`config.mk`:
```
export PLATFORM = sky130hd
export DESIGN_NAME = mem_bus_arbiter_flat
export DESIGN_NICKNAME = d
export VERILOG_FILES = /design/src/rtl/mem_bus_arbiter_if.sv /design/src/rtl/mem_bus_arbiter.sv /design/src/flat_wrapper.sv
export SDC_FILE = /design/constraint.sdc
export NUM_CORES = 1
export LEC_CHECK = 0
export ABC_AREA = 1
export ABC_CLOCK_PERIOD_IN_PS = 4300
export BUFFER_PORTS_ARGS = -buffer_cell sky130_fd_sc_hd__buf_2
export CELL_PAD_IN_SITES_DETAIL_PLACEMENT = 1
export CELL_PAD_IN_SITES_GLOBAL_PLACEMENT = 2
export CORE_MARGIN = 5
export CORE_UTILIZATION = 25
export CTS_CLUSTER_SIZE = 14
export DETAILED_ROUTE_END_ITERATION = 7
export PLACE_DENSITY = 0.83
export SKIP_CTS_REPAIR_TIMING = 1
export SYNTH_ARGS = -nofsm -noshare
export SYNTH_HDL_FRONTEND = slang
export SYNTH_SLANG_ARGS = --single-unit
export TNS_END_PERCENT = 20
```
`constraint.sdc`:
```
create_clock -name clk -period 4.3 [get_ports clk]
set_input_delay 0.43 -clock clk [delete_from_list [all_inputs] [get_ports clk]]
set_output_delay 0.43 -clock clk [all_outputs]
set_load 0.05 [all_outputs]
```
`src/rtl/mem_bus_arbiter_if.sv`:
```
// Handshake bundle between the fetch/MEM requesters, the arbiter and the memory bus.
// The master modport is the arbiter side; slave is the requester/bus environment side.
interface mem_bus_arbiter_if;
    logic        inst_req;
    logic [31:0] inst_addr;
    logic        inst_done;
    logic [31:0] inst_rdata;

    logic        data_req;
    logic        data_we;
    logic [1:0]  data_size;
    logic [31:0] data_addr;
    logic [31:0] data_wdata;
    logic        data_cancel;
    logic        data_done;
    logic [31:0] data_rdata;

    logic        bus_req;
    logic        bus_wr;
    logic [1:0]  bus_size;
    logic [31:0] bus_addr;
    logic [31:0] bus_wdata;
    logic        bus_addr_ok;
    logic        bus_data_ok;
    logic [31:0] bus_rdata;

    logic        stall_if;
    logic        stall_mem;

    modport master (
        input  inst_req, inst_addr,
        output inst_done, inst_rdata,
        input  data_req, data_we, data_size, data_addr, data_wdata, data_cancel,
        output data_done, data_rdata,
        output bus_req, bus_wr, bus_size, bus_addr, bus_wdata,
        input  bus_addr_ok, bus_data_ok, bus_rdata,
        output stall_if, stall_mem
    );

    modport slave (
        output inst_req, inst_addr,
        input  inst_done, inst_rdata,
        output data_req, data_we, data_size, data_addr, data_wdata, data_cancel,
        input  data_done, data_rdata,
        input  bus_req, bus_wr, bus_size, bus_addr, bus_wdata,
        output bus_addr_ok, bus_data_ok, bus_rdata,
        input  stall_if, stall_mem
    );
endinterface

```
`src/rtl/mem_bus_arbiter.sv`:
```
// Two-port (fetch / MEM) arbiter onto a single split-phase memory bus.
// Define MEM_ARB_FAIR_EN to force an inst grant after three back-to-back data grants.
module mem_bus_arbiter (
    input  logic              clk,
    input  logic              rst,
    mem_bus_arbiter_if.master mem_if
);
    typedef enum logic [1:0] {IDLE, ADDR, DATA, RESP} state_t;

    state_t      state_q;
    logic        owner_q;
    logic        bus_req_q;
    logic        bus_wr_q;
    logic [1:0]  bus_size_q;
    logic [31:0] bus_addr_q;
    logic [31:0] bus_wdata_q;
    logic [31:0] inst_rdata_q;
    logic [31:0] data_rdata_q;
    logic        inst_done_q;
    logic        data_done_q;

    logic        data_eligible;
    logic        grant_data;
    logic        stall_mem;

    assign data_eligible = mem_if.data_req & ~mem_if.data_cancel;

`ifdef MEM_ARB_FAIR_EN
    logic [1:0] fair_q;
    logic [1:0] fair_d;

    assign grant_data = data_eligible & ~((fair_q == 2'd3) & mem_if.inst_req);

    // Only arbitration cycles where inst is waiting move the counter.
    always_comb begin
        fair_d = fair_q;
        if (state_q == IDLE && mem_if.inst_req) begin
            if (!grant_data) begin
                fair_d = 2'd0;
            end else if (fair_q != 2'd3) begin
                fair_d = fair_q + 2'd1;
            end
        end
    end

    always_ff @(posedge clk) begin
        if (!rst) begin
            fair_q <= 2'd0;
        end else begin
            fair_q <= fair_d;
        end
    end
`else
    assign grant_data = data_eligible;
`endif

    always_ff @(posedge clk) begin
        if (!rst) begin
            state_q      <= IDLE;
            owner_q      <= 1'b0;
            bus_req_q    <= 1'b0;
            bus_wr_q     <= 1'b0;
            bus_size_q   <= 2'd0;
            bus_addr_q   <= 32'd0;
            bus_wdata_q  <= 32'd0;
            inst_rdata_q <= 32'd0;
            data_rdata_q <= 32'd0;
            inst_done_q  <= 1'b0;
            data_done_q  <= 1'b0;
        end else begin
            inst_done_q <= 1'b0;
            data_done_q <= 1'b0;
            case (state_q)
                IDLE: begin
                    if (grant_data) begin
                        owner_q     <= 1'b1;
                        bus_addr_q  <= mem_if.data_addr;
                        bus_wr_q    <= mem_if.data_we;
                        bus_size_q  <= mem_if.data_size;
                        bus_wdata_q <= mem_if.data_wdata;
                        bus_req_q   <= 1'b1;
                        state_q     <= ADDR;
                    end else if (mem_if.inst_req) begin
                        owner_q     <= 1'b0;
                        bus_addr_q  <= mem_if.inst_addr;
                        bus_wr_q    <= 1'b0;
                        bus_size_q  <= 2'd2;
                        bus_wdata_q <= 32'd0;
                        bus_req_q   <= 1'b1;
                        state_q     <= ADDR;
                    end
                end
                ADDR: begin
                    // A kill only wins while the bus has not yet taken the address.
                    if (mem_if.bus_addr_ok) begin
                        bus_req_q <= 1'b0;
                        state_q   <= DATA;
                    end else if (owner_q && mem_if.data_cancel) begin
                        bus_req_q <= 1'b0;
                        state_q   <= IDLE;
                    end
                end
                DATA: begin
                    if (mem_if.bus_data_ok) begin
                        if (owner_q) begin
                            data_rdata_q <= mem_if.bus_rdata;
                        end else begin
                            inst_rdata_q <= mem_if.bus_rdata;
                        end
                        data_done_q <= owner_q;
                        inst_done_q <= ~owner_q;
                        state_q     <= RESP;
                    end
                end
                RESP: state_q <= IDLE;
                default: state_q <= IDLE;
            endcase
        end
    end

    assign stall_mem = mem_if.data_req & ~data_done_q & ~mem_if.data_cancel;

    assign mem_if.inst_done  = inst_done_q;
    assign mem_if.inst_rdata = inst_rdata_q;
    assign mem_if.data_done  = data_done_q;
    assign mem_if.data_rdata = data_rdata_q;
    assign mem_if.bus_req    = bus_req_q;
    assign mem_if.bus_wr     = bus_wr_q;
    assign mem_if.bus_size   = bus_size_q;
    assign mem_if.bus_addr   = bus_addr_q;
    assign mem_if.bus_wdata  = bus_wdata_q;
    assign mem_if.stall_mem  = stall_mem;
    assign mem_if.stall_if   = (mem_if.inst_req & ~inst_done_q) | stall_mem;
endmodule

```
`src/flat_wrapper.sv`:
```
// flat-port wrapper written by rule: the top's interface ports become plain ports
module mem_bus_arbiter_flat 
  (clk, rst, mem_if_inst_req, mem_if_inst_addr, mem_if_inst_done, mem_if_inst_rdata, mem_if_data_req, mem_if_data_we, mem_if_data_size, mem_if_data_addr, mem_if_data_wdata, mem_if_data_cancel, mem_if_data_done, mem_if_data_rdata, mem_if_bus_req, mem_if_bus_wr, mem_if_bus_size, mem_if_bus_addr, mem_if_bus_wdata, mem_if_bus_addr_ok, mem_if_bus_data_ok, mem_if_bus_rdata, mem_if_stall_if, mem_if_stall_mem);
  mem_bus_arbiter_if mem_if_i ();
  input  logic clk;
  input  logic rst;
  input wire logic [$bits(mem_if_i.inst_req)-1:0] mem_if_inst_req;
  input wire logic [$bits(mem_if_i.inst_addr)-1:0] mem_if_inst_addr;
  output wire logic [$bits(mem_if_i.inst_done)-1:0] mem_if_inst_done;
  output wire logic [$bits(mem_if_i.inst_rdata)-1:0] mem_if_inst_rdata;
  input wire logic [$bits(mem_if_i.data_req)-1:0] mem_if_data_req;
  input wire logic [$bits(mem_if_i.data_we)-1:0] mem_if_data_we;
  input wire logic [$bits(mem_if_i.data_size)-1:0] mem_if_data_size;
  input wire logic [$bits(mem_if_i.data_addr)-1:0] mem_if_data_addr;
  input wire logic [$bits(mem_if_i.data_wdata)-1:0] mem_if_data_wdata;
  input wire logic [$bits(mem_if_i.data_cancel)-1:0] mem_if_data_cancel;
  output wire logic [$bits(mem_if_i.data_done)-1:0] mem_if_data_done;
  output wire logic [$bits(mem_if_i.data_rdata)-1:0] mem_if_data_rdata;
  output wire logic [$bits(mem_if_i.bus_req)-1:0] mem_if_bus_req;
  output wire logic [$bits(mem_if_i.bus_wr)-1:0] mem_if_bus_wr;
  output wire logic [$bits(mem_if_i.bus_size)-1:0] mem_if_bus_size;
  output wire logic [$bits(mem_if_i.bus_addr)-1:0] mem_if_bus_addr;
  output wire logic [$bits(mem_if_i.bus_wdata)-1:0] mem_if_bus_wdata;
  input wire logic [$bits(mem_if_i.bus_addr_ok)-1:0] mem_if_bus_addr_ok;
  input wire logic [$bits(mem_if_i.bus_data_ok)-1:0] mem_if_bus_data_ok;
  input wire logic [$bits(mem_if_i.bus_rdata)-1:0] mem_if_bus_rdata;
  output wire logic [$bits(mem_if_i.stall_if)-1:0] mem_if_stall_if;
  output wire logic [$bits(mem_if_i.stall_mem)-1:0] mem_if_stall_mem;
  assign mem_if_i.inst_req = mem_if_inst_req;
  assign mem_if_i.inst_addr = mem_if_inst_addr;
  assign mem_if_inst_done = mem_if_i.inst_done;
  assign mem_if_inst_rdata = mem_if_i.inst_rdata;
  assign mem_if_i.data_req = mem_if_data_req;
  assign mem_if_i.data_we = mem_if_data_we;
  assign mem_if_i.data_size = mem_if_data_size;
  assign mem_if_i.data_addr = mem_if_data_addr;
  assign mem_if_i.data_wdata = mem_if_data_wdata;
  assign mem_if_i.data_cancel = mem_if_data_cancel;
  assign mem_if_data_done = mem_if_i.data_done;
  assign mem_if_data_rdata = mem_if_i.data_rdata;
  assign mem_if_bus_req = mem_if_i.bus_req;
  assign mem_if_bus_wr = mem_if_i.bus_wr;
  assign mem_if_bus_size = mem_if_i.bus_size;
  assign mem_if_bus_addr = mem_if_i.bus_addr;
  assign mem_if_bus_wdata = mem_if_i.bus_wdata;
  assign mem_if_i.bus_addr_ok = mem_if_bus_addr_ok;
  assign mem_if_i.bus_data_ok = mem_if_bus_data_ok;
  assign mem_if_i.bus_rdata = mem_if_bus_rdata;
  assign mem_if_stall_if = mem_if_i.stall_if;
  assign mem_if_stall_mem = mem_if_i.stall_mem;
  mem_bus_arbiter u_core (.clk(clk), .rst(rst), .mem_if(mem_if_i));
endmodule
```
==> Implementation_results.wiki <==
{| class="wikitable"
! Metric !! Value
|-
| Area fraction of the dominant cell type after synthesis || 0.525
|-
| Setup repair after global routing missed its margin || no
|-
| Net switching share of the total power || 0.327
|-
| Fin. max-slew vios || 0
|-
| Register bit total from synthesis || 137
|-
| Cell variety after synth || 20
|-
| Post-layout worst setup margin || 2.02 ns
|-
| Cell count after synthesis || 713
|-
| Part of the total power dissipated in the clock network || 0.414
|-
| Endpoint required time on the critical path || 4.60 ns
|-
| Type of origin of the critical path || register
|-
| Cell accounting for the most synthesized area || dfxtp_1
|-
| Overall die height || 155 µm
|-
| Dpl cells || 1216
|-
| Final cell utilization of the core || 0.363
|-
| Share of power burned in registers || 0.382
|-
| Worst EP arrival || 2.58 ns
|-
| Type of the worst min-delay path || in2reg
|-
| Setup-failing EPs final || 0
|-
| Combinational power share || 0.204
|-
| Post-route fraction of the period consumed by the critical path || 0.530
|-
| Max FO, Critical Path || 37
|-
| Detailed Place HPWL || 14100 µm
|-
| Tightest Pin Transition || 1.12 ns
|-
| Worst-skew pair later-pin latency || 0.41 ns
|-
| Worst Hold Margin || 0.282 ns
|-
| Final std cells w/o fill || 1248
|-
| H-tree depth reported by CTS || 4
|-
| Post-synthesis average cell area || 7.33 µm²
|-
| Worst-path clk slew || 0.06 ns
|-
| Nets || 1103
|-
| Pin count of the biggest net entering global routing || 66
|-
| Global-route usage over all layers || 0.160
|-
| Clock sink count || 137
|-
| Via count of the first global-routing pass || 5633
|-
| Drt initial violations || 164
|-
| Antenna violation net count after detailed routing || 0
|-
| Routability-driven placement congestion ratio || 0.760
|-
| Total DRC errors in the routed layout || 0
|-
| Post-route minimum period || 2.28 ns
|-
| Per-cell routed wire length || 15.6 µm
|-
| Via Count || 5490
|-
| Via density per instance || 4.40
|-
| Share of final-layout standard cells stronger than drive strength 1 || 0.328
|-
| TritonCTS Buffers || 17
|-
| Inserted Diodes || 0
|-
| Power per standard cell area || 494 nW/µm²
|-
| Area contributors post-synth || dfxtp_1 (52%), nand2_1 (9.8%), nor2_1 (9.7%)
|-
| CTS root buf || clkbuf_16
|-
| F_max || 439 MHz
|-
| Clk_skew || 0.00555 ns
|-
| Global route total overflow || 0
|-
| Post-synthesis instance area || 5230 µm²
|-
| Hold Crit Start || mem_if_bus_rdata[24]
|-
| Effective utilization at floorplan || 0.256
|-
| Leading cell types in the layout, fill and taps excluded || buf_2 (273), nand2_1 (137), dfxtp_1 (137)
|-
| Fin. Hold Viols || 0
|-
| First-pass GRT wire length || 30400 µm
|-
| Max-Cap Viols || 0
|-
| Syn nets || 851
|-
| Area grow syn2layout || 41.8%
|-
| Setup CP Type || reg2reg
|-
| Setup_tns || 0 ns
|-
| Sequential fraction of the synthesis area || 0.525
|-
| Internal power || 0.00246 W
|-
| YS warnings || 0
|-
| Worst slew margin relative to its limit || 0.251
|-
| Sort of element at the end of the critical path || register
|-
| Switching Power || 0.00120 W
|-
| Pre-CTS setup slack || 1.55 ns
|-
| Count of input and output buffers || 273
|-
| Filler cell count || 2599
|-
| Maximum count of clock buffers along a single path || 2
|-
| Core area || 20400 µm²
|-
| Most common cell after layout, fill and taps aside || buf_2
|-
| CTS tree || yes
|-
| Final wirelength || 19500 µm
|-
| Rows || 52
|-
| X dimension of the die || 155 µm
|-
| Standby leakage power || 3.58 nW
|-
| Total Die Area || 23900 µm²
|-
| Top-level I/O count || 274
|-
| Pre-antenna DRT Iters || 4
|-
| Worst vdd ir || 0.000250 V
|-
| Outcome || completed
|-
| Initial antenna violation count || 1
|}
area by class of cell:
cell class / count / area, µm² / area share
Tap cell: 270 / 338 / 0.0456
Clock buffer: 19 / 433 / 0.0584
Sequential cell: 137 / 2740 / 0.370
Multi-Input combinational cell: 483 / 2110 / 0.285
Timing Repair Buffer: 283 / 1450 / 0.196
Clock inverter: 13 / 169 / 0.0228
Inverter: 43 / 161 / 0.0218
synth_stat cells:
| cell type | count |
|---|---|
| inv_1 | 42 |
| a21oi_2 | 1 |
| inv_2 | 1 |
| nand3_1 | 38 |
| o21ai_0 | 96 |
| a21oi_1 | 69 |
| buf_2 | 10 |
| buf_6 | 2 |
| o21ai_1 | 1 |
| nor2_4 | 1 |
| dfxtp_1 | 137 |
| clkbuf_1 | 37 |
| a21boi_4 | 1 |
| clkbuf_2 | 1 |
| o22ai_1 | 1 |
| nand2_2 | 1 |
| nand2_1 | 137 |
| nand4_1 | 1 |
| nor2_1 | 135 |
| nor2_2 | 1 |
cell families (layout without fill, tap and decap cells):
logic type      after synthesis  count (layout)  share of synthesized area
buf+inv                      93             358                     0.0723
simple gates                314             314                      0.237
flops                       137             137                      0.525
compound gates              169             169                      0.165
power by group through the flow:
stage               Sequential [W]  Clock (W)  Combinational (W)
CTS                        0.00140    0.00157           0.000766
global route               0.00141    0.00162           0.000816
finish                     0.00140    0.00151           0.000748
global placement           0.00142          0           0.000762
floorplan                  0.00170          0           0.000244
detailed placement         0.00142          0           0.000764
worst paths after layout:
kind	to	slack, ns	cells after the start
min reg2reg	u_core.mem_if.data_rdata[15]	0.44	2
max reg2reg	u_core.mem_if.bus_addr[11]	2.02	8
min	u_core.mem_if.inst_rdata[24]	0.28	3
max	u_core.mem_if.bus_addr[11]	2.02	8
critical path: stages (launching register included):
cell,delay [ns]
dfxtp_1,0.35
nor2_4,0.10
buf_4,0.35
a21boi_4,0.23
buf_4,0.35
inv_2,0.26
buf_4,0.32
nor2_1,0.13
nor2_1,0.06
sequential cells by signal, summed over array words and instances (netlist names), named ones only:
name and flops:
u_core.mem_if.bus_addr 32, u_core.mem_if.bus_wdata 32, u_core.mem_if.data_rdata 32, u_core.mem_if.inst_rdata 32, u_core.mem_if.bus_size 2, u_core.mem_if.bus_req 1
u_core.mem_if.bus_wr 1, u_core.mem_if.data_done 1, u_core.mem_if.inst_done 1, u_core.owner_q 1, u_core.state_q 1
through the flow:
stage / power, W / cell area [µm²]
after floorplan: 0.00194 / 5230
after global placement: 0.00219 / 6810
after detailed placement: 0.00219 / 6810
after CTS: 0.00373 / 7410
after global routing: 0.00384 / 7410
final: 0.00366 / 7410
metal layers:
| layer | track usage | vias up | share of wire |
|---|---|---|---|
| li1 | - | 2784 | - |
| met1 | 0.201 | 2497 | 0.44 |
| met2 | 0.249 | 192 | 0.45 |
| met3 | 0.0693 | 17 | 0.10 |
| met4 | 0.0479 | 0 | 0.011 |
| met5 | 0 | - | 0 |
(Power assumes the default switching activity.)
